File: src/rtl/mdio_master.sv
// Clause 22 MDIO management-frame master.
// Takes one register access per valid/ready handshake, shifts the 64-bit
// frame out on mdc/mdio and returns read data plus a no-response flag.
// The pad tristate lives outside: this block only supplies mdio_o/mdio_oe.
module mdio_master #(
   parameter int PRESCALE = 128   // clk cycles per mdc period; even, >= 4
) (
   input  logic        clk,
   input  logic        rst,
   output logic        mdc,
   input  logic        mdio_i,
   output logic        mdio_o,
   output logic        mdio_oe,
   input  logic [4:0]  phy_addr,
   input  logic [4:0]  reg_addr,
   input  logic [15:0] wdata,
   input  logic [1:0]  op,
   input  logic        valid,
   output logic        ready,
   output logic [15:0] rdata,
   output logic        error
);

   localparam int PW = $clog2(PRESCALE);

   localparam logic [PW-1:0] PC_LAST = PW'(PRESCALE - 1);
   localparam logic [PW-1:0] PC_RISE = PW'(PRESCALE / 2 - 1);

   localparam logic [1:0] S_IDLE  = 2'd0;
   localparam logic [1:0] S_SHIFT = 2'd1;
   localparam logic [1:0] S_DONE  = 2'd2;

   localparam logic [1:0] OP_WRITE = 2'b01;
   localparam logic [1:0] OP_READ  = 2'b10;

   localparam logic [5:0] BIT_LAST    = 6'd63;
   localparam logic [5:0] BIT_TA_HI   = 6'd46;
   localparam logic [5:0] BIT_TA_LO   = 6'd47;
   localparam logic [5:0] BIT_DATA    = 6'd48;

   // Request as captured at accept; later input changes are ignored.
   typedef struct packed {
      logic [1:0]  op;
      logic [4:0]  phy;
      logic [4:0]  rg;
      logic [15:0] wd;
   } req_t;

   req_t          req;
   logic [1:0]    state;
   logic [PW-1:0] pc;
   logic [5:0]    bit_cnt;
   logic [5:0]    bit_nxt;
   logic [63:0]   frame;
   logic [15:0]   shreg;
   logic          ta_q;

   logic accept;
   logic op_legal;
   logic is_read;
   logic pc_wrap;
   logic mdc_rise;
   logic last_bit;
   logic nxt_o;
   logic nxt_oe;

   assign accept   = (state == S_IDLE) && valid && ready;
   assign op_legal = (op == OP_WRITE) || (op == OP_READ);
   assign is_read  = (req.op == OP_READ);
   assign pc_wrap  = (state == S_SHIFT) && (pc == PC_LAST);
   assign mdc_rise = (state == S_SHIFT) && (pc == PC_RISE);
   assign last_bit = (bit_cnt == BIT_LAST);
   assign bit_nxt  = bit_cnt + 6'd1;

   // Frame image, MSB = first bit on the wire. The write TA/data tail is
   // overridden for reads, where the PHY owns bits 46..63.
   assign frame = {32'hFFFF_FFFF, 2'b01, req.op, req.phy, req.rg, 2'b10, req.wd};

   // Value and enable for the next bit, applied at the start of its low phase.
   always_comb begin
      nxt_o  = frame[BIT_LAST - bit_nxt];
      nxt_oe = 1'b1;
      if (is_read && (bit_nxt >= BIT_TA_HI)) begin
         nxt_o  = 1'b1;
         nxt_oe = 1'b0;
      end
   end

   // Sequencing: state, prescale counter and bit counter.
   always_ff @(posedge clk or posedge rst) begin
      if (rst) begin
         state   <= S_IDLE;
         pc      <= '0;
         bit_cnt <= '0;
      end else begin
         case (state)
            S_IDLE: begin
               if (accept) begin
                  pc      <= '0;
                  bit_cnt <= '0;
                  state   <= op_legal ? S_SHIFT : S_DONE;
               end
            end
            S_SHIFT: begin
               if (pc == PC_LAST) begin
                  pc <= '0;
                  if (last_bit) state <= S_DONE;
                  else          bit_cnt <= bit_nxt;
               end else begin
                  pc <= pc + 1'b1;
               end
            end
            S_DONE:  state <= S_IDLE;
            default: state <= S_IDLE;
         endcase
      end
   end

   // Request capture on accept.
   always_ff @(posedge clk or posedge rst) begin
      if (rst) begin
         req <= '0;
      end else if (accept) begin
         req.op  <= op;
         req.phy <= phy_addr;
         req.rg  <= reg_addr;
         req.wd  <= wdata;
      end
   end

   // Pad drive: mdc from the prescale phase, data/enable only at pc == 0.
   always_ff @(posedge clk or posedge rst) begin
      if (rst) begin
         mdc     <= 1'b0;
         mdio_o  <= 1'b1;
         mdio_oe <= 1'b0;
      end else if (accept && op_legal) begin
         // Bit 0 is always a preamble one, driven for both reads and writes.
         mdc     <= 1'b0;
         mdio_o  <= 1'b1;
         mdio_oe <= 1'b1;
      end else if (state == S_SHIFT) begin
         if (mdc_rise) mdc <= 1'b1;
         if (pc_wrap) begin
            mdc <= 1'b0;
            if (last_bit) begin
               mdio_o  <= 1'b1;
               mdio_oe <= 1'b0;
            end else begin
               mdio_o  <= nxt_o;
               mdio_oe <= nxt_oe;
            end
         end
      end else begin
         mdc     <= 1'b0;
         mdio_o  <= 1'b1;
         mdio_oe <= 1'b0;
      end
   end

   // Read capture: sample on the clk edge where mdc goes high.
   always_ff @(posedge clk or posedge rst) begin
      if (rst) begin
         ta_q  <= 1'b1;
         shreg <= '0;
      end else if (mdc_rise && is_read) begin
         if (bit_cnt == BIT_TA_LO) ta_q <= mdio_i;
         if (bit_cnt >= BIT_DATA)  shreg <= {shreg[14:0], mdio_i};
      end
   end

   // Handshake and sticky status.
   always_ff @(posedge clk or posedge rst) begin
      if (rst) begin
         ready <= 1'b1;
         rdata <= '0;
         error <= 1'b0;
      end else if (accept) begin
         ready <= 1'b0;
         error <= !op_legal;
      end else if (pc_wrap && last_bit) begin
         if (is_read) begin
            rdata <= shreg;
            // A missing PHY leaves the pull-up high during the TA low slot.
            error <= ta_q;
         end
      end else if ((state != S_IDLE) && (state != S_SHIFT)) begin
         ready <= 1'b1;
      end
   end

endmodule

File: config.mk
export PLATFORM = sky130hd
export DESIGN_NAME = mdio_master
export DESIGN_NICKNAME = d
export VERILOG_FILES = /design/src/rtl/mdio_master.sv
export SDC_FILE = /design/constraint.sdc
export NUM_CORES = 1
export LEC_CHECK = 0
export CELL_PAD_IN_SITES_DETAIL_PLACEMENT = 1
export CELL_PAD_IN_SITES_GLOBAL_PLACEMENT = 2
export CORE_MARGIN = 3
export CORE_UTILIZATION = 37
export DETAILED_ROUTE_END_ITERATION = 7
export PLACE_DENSITY_LB_ADDON = 0.12
export SLEW_MARGIN = 0
export SYNTH_ARGS = -nofsm -noshare
export SYNTH_HDL_FRONTEND = slang
export SYNTH_SLANG_ARGS = --single-unit
File: constraint.sdc
create_clock -name clk -period 2.7 [get_ports clk]
set_input_delay 0.405 -clock clk [delete_from_list [all_inputs] [get_ports clk]]
set_output_delay 0.405 -clock clk [all_outputs]
set_load 0.02 [all_outputs]
==> parameters.txt <==
Parameter                              Value

Layout
  Proportion of layout cells with a drive suffix above 1 ... 28.3%
  Final Net Count ... 375
  Area Growth Syn to Fin ... 23.0%
  Top library cells by usage in the layout, fill and taps aside ... 78 x sky130_fd_sc_hd__dfrtp_1, 52 x sky130_fd_sc_hd__mux2_2, 52 x sky130_fd_sc_hd__clkdlybuf4s50_1
  Diode insertion count for antenna repair ... 0
  Total of fill cells in the finished design ... 1053
  Final cell count without fillers ... 479
  Most common cell after layout, fill and taps aside ... sky130_fd_sc_hd__dfrtp_1

Timing
  Pin slew with the least headroom to its limit ... 536 ps
  FMAX ... 446 MHz
  Setup TNS ... 0 ps
  Final hold vios ... 0
  Post-Route Skew ... 12.9 ps
  Crit share post-route ... 83.1%
  Final setup vio count ... 0
  Max Slew Vio Count ... 0
  Unrepaired setup endpoints after global routing ... false
  Worst slew slack as a fraction of its limit ... 64.3%
  Fin crit period ... 2240 ps

Yosys
  Top post-synthesis cells by area ... sky130_fd_sc_hd__dfrtp_1 52%, sky130_fd_sc_hd__mux2_2 16%, sky130_fd_sc_hd__mux2_4 4.0%
  Multiplexer area fraction after synthesis ... 24.5%
  Share of the yosys chip area belonging to registers ... 53.9%
  Combinational family with the most area after synthesis ... multiplexers
  Post-synthesis instance total ... 288
  Synthesized net count ... 322
  Dominant synthesized flop cell ... sky130_fd_sc_hd__dfrtp_1
  Compound-gate portion of the synthesized area ... 7.64%
  Count of flip-flops with a built-in enable after synthesis ... 0
  Seq cells post-synth ... 81
  Async SR Flop Fraction ... 100%
  XOR/XNOR Fraction of Synth Area ... 0.931%
  Post-synthesis cell area ... 0.00376 mm^2
  Simple-gate share of the synthesized area ... 9.21%
  Mean cell area of the mapped netlist ... 13.1 um^2
  Number of different library cells in the post-synthesis netlist ... 52
  Post-synth top area cell ... sky130_fd_sc_hd__dfrtp_1
  Top-area cell type share of the netlist area ... 51.8%
  Yosys warning total ... 0
  Adder-cell area share of the yosys netlist ... 0.931%

CTS
  Clock network latency to the later pin of the worst-skew pair ... 350 ps
  Number of hold buffers added after cts ... 0
  Cells resized by post-CTS repair ... 0
  Total setup buffers inserted after CTS ... 0
  Clock tree from TritonCTS ... built
  Clock buffer count from CTS ... 9
  Clock Sink Count ... 81
  Clock-pin slew of the registers on the worst-case setup and hold paths ... 90 ps
  Clock tree buffer depth ... 2
  H-Tree Level Count ... 3
  Root buf cell ... sky130_fd_sc_hd__clkbuf_8

Worst setup path
  Critical path startpoint category ... register
  Type of destination of the critical path ... register
  Worst reg-to-reg setup slack ... 460 ps
  Worst Reg2Reg Path Length in Cells ... 6
  Reg-to-Reg End ... mdio_o
  Data arrival, critical path ... 2510 ps
  Crit path max fanout ... 12
  Setup CP Type ... reg -> reg
  Reg-to-reg startpoint ... bit_cnt[0]
  Worst path required time ... 2970 ps

Global routing
  Number of antenna violations at the first check in global routing ... 0
  Wire length of the first global-routing pass ... 12.8 mm
  Via count of the first global-routing pass ... 2510
  Tot GR Track Use ... 14.2%
  Aggregate global routing overflow ... 0
  Maximum number of pins on one net before global-route repair ... 37

Floorplan
  Number of cell rows ... 36
  Placeable Area ... 0.00982 mm^2
  Die area ... 0.0114 mm^2
  Initial core utilization ... 38.3%
  Die width ... 107 um
  Ports ... 53
  Die height ... 107 um

Power
  P per Cell Area ... 706 mW/mm^2
  Post-layout total power ... 3270 uW
  Leakage Power ... 0.00205 uW
  VDD IR max ... 0.285 mV
  Proportion of power drawn by combinational gates ... 19.7%
  Clock group share of total power ... 29.4%
  Sequential power share ... 50.9%
  Switching power summed over all nets ... 864 uW
  Internal power ... 2400 uW
  Net switching fraction of the power ... 26.4%

Drt
  Routed length per placed instance ... 15.9 um
  Starting DRC count in detailed routing ... 87
  Overall via count from detail_route ... 2404
  Antenna Violating Nets Remaining ... 0
  Final routed DRC violation total ... 0
  Drt pass-1 iters ... 4
  Vias per cell ... 5.02
  Wirelength, routed ... 7.61 mm

Placed design
  Number of buffers inserted by port buffering ... 52
  Placed insts ... 463
  Final weighted congestion in routability-driven placement ... 0.733
  DPL Wire Length ... 5.52 mm

Min path
  Type of the worst min-delay path ... in -> async

Job
  Number of violations of the max-capacitance limit ... 0

Run status
  Status ... finished, final reports clean
==> synthesized netlist by cell type (2+ instances only) <==
cell                        instances
sky130_fd_sc_hd__dfrtp_1           78
sky130_fd_sc_hd__mux2_2            52
sky130_fd_sc_hd__nor2_1            19
sky130_fd_sc_hd__o21ai_0           19
sky130_fd_sc_hd__nand2_1           11
sky130_fd_sc_hd__mux2_4            10
sky130_fd_sc_hd__a21oi_1            6
sky130_fd_sc_hd__mux4_2             6
sky130_fd_sc_hd__buf_2              5
sky130_fd_sc_hd__clkbuf_1           5
sky130_fd_sc_hd__mux2i_1            5
sky130_fd_sc_hd__nand2b_1           5
sky130_fd_sc_hd__nand3_1            5
sky130_fd_sc_hd__buf_6              3
sky130_fd_sc_hd__dfstp_2            3
sky130_fd_sc_hd__inv_1              3
sky130_fd_sc_hd__nor2b_1            3
sky130_fd_sc_hd__nor3_1             3
sky130_fd_sc_hd__o2bb2ai_1          3
sky130_fd_sc_hd__a211o_1            2
sky130_fd_sc_hd__a22o_1             2
sky130_fd_sc_hd__and3_1             2
sky130_fd_sc_hd__buf_4              2
sky130_fd_sc_hd__ha_1               2
sky130_fd_sc_hd__nand4_1            2
sky130_fd_sc_hd__o211ai_1           2
sky130_fd_sc_hd__or3_1              2
sky130_fd_sc_hd__or3b_1             2
sky130_fd_sc_hd__xnor2_1            2
sky130_fd_sc_hd__xor2_1             2
==> per-layer routing <==
metal / track usage, % / vias to the layer above / routed length [um]
li1: - / 1151 / -
met1: 19.5 / 1208 / 3670
met2: 22.4 / 36 / 3600
met3: 2.89 / 9 / 242
met4: 4.93 / 0 / 104
met5: 0 / - / 0
==> through the flow <==
| stage | utilization, % | hold WS [ps] | cell area, um^2 | setup WS (ps) |
|---|---|---|---|---|
| finish | 47.1 | 397 | 4630 | 457 |
| global route | 47.1 | 445 | 4630 | 329 |
| CTS | 47.1 | 414 | 4630 | 429 |
| detailed placement | 45.0 | 487 | 4420 | 445 |
| global placement | 45.0 | 476 | 4420 | 557 |
| floorplan | - | 461 | 3760 | 220 |
==> power groups by stage <==
stage | Clock, uW | Sequential (uW) | Combinational (uW)
3_5_place_dp | 0 | 1700 | 657
4_1_cts | 993 | 1670 | 662
2_1_floorplan | 0 | 1650 | 471
5_1_grt | 1030 | 1700 | 727
6_report | 960 | 1660 | 645
3_3_place_gp | 0 | 1690 | 632
==> worst max-delay path by stage <==
stage | from | endpoint | slack, ps
2_1_floorplan | rst | bit_cnt[0] | 220
3_3_place_gp | bit_cnt[0] | mdio_o | 560
3_5_place_dp | bit_cnt[0] | mdio_o | 450
4_1_cts | bit_cnt[0] | mdio_o | 430
5_1_grt | bit_cnt[0] | bit_cnt[5] | 330
6_report | bit_cnt[0] | mdio_o | 460
==> flip-flops by register name, indices dropped and copies added, names as in the netlist <==
signal	flops
frame	28
rdata	16
shreg	16
pc	7
bit_cnt	6
state	2
error	1
mdc	1
mdio_o	1
mdio_oe	1
ready	1
ta_q	1
==> cell families (layout without fill, tap and decap cells) <==
kind of cell	after synthesis	in the layout
multiplexers	73	73
AND/OR/NAND/NOR	63	63
adder cells (fa/ha/maj)	3	3
flip-flops	81	81
buffers and inverters	19	77
XOR/XNOR	4	4
AO/OA/AOI/OAI	45	45
==> worst max-delay path: stages (launching register included) <==
cell	delay, ps
sky130_fd_sc_hd__dfrtp_1	430
sky130_fd_sc_hd__ha_1	600
sky130_fd_sc_hd__mux4_2	400
sky130_fd_sc_hd__mux2i_1	180
sky130_fd_sc_hd__or3b_1	380
sky130_fd_sc_hd__o2111ai_1	110
sky130_fd_sc_hd__o21ai_1	80
==> final cells by class <==
class / instances / area [um^2] / area share [%]
flip-flops and latches: 81 / 2030 / 43.9
multi-input cells: 188 / 1630 / 35.2
repair buffers: 58 / 578 / 12.5
well taps: 133 / 166 / 3.59
clock buffers: 11 / 131 / 2.84
clock inverters: 5 / 80.1 / 1.73
inverters: 3 / 12.5 / 0.270
(Power assumes the default switching activity.)
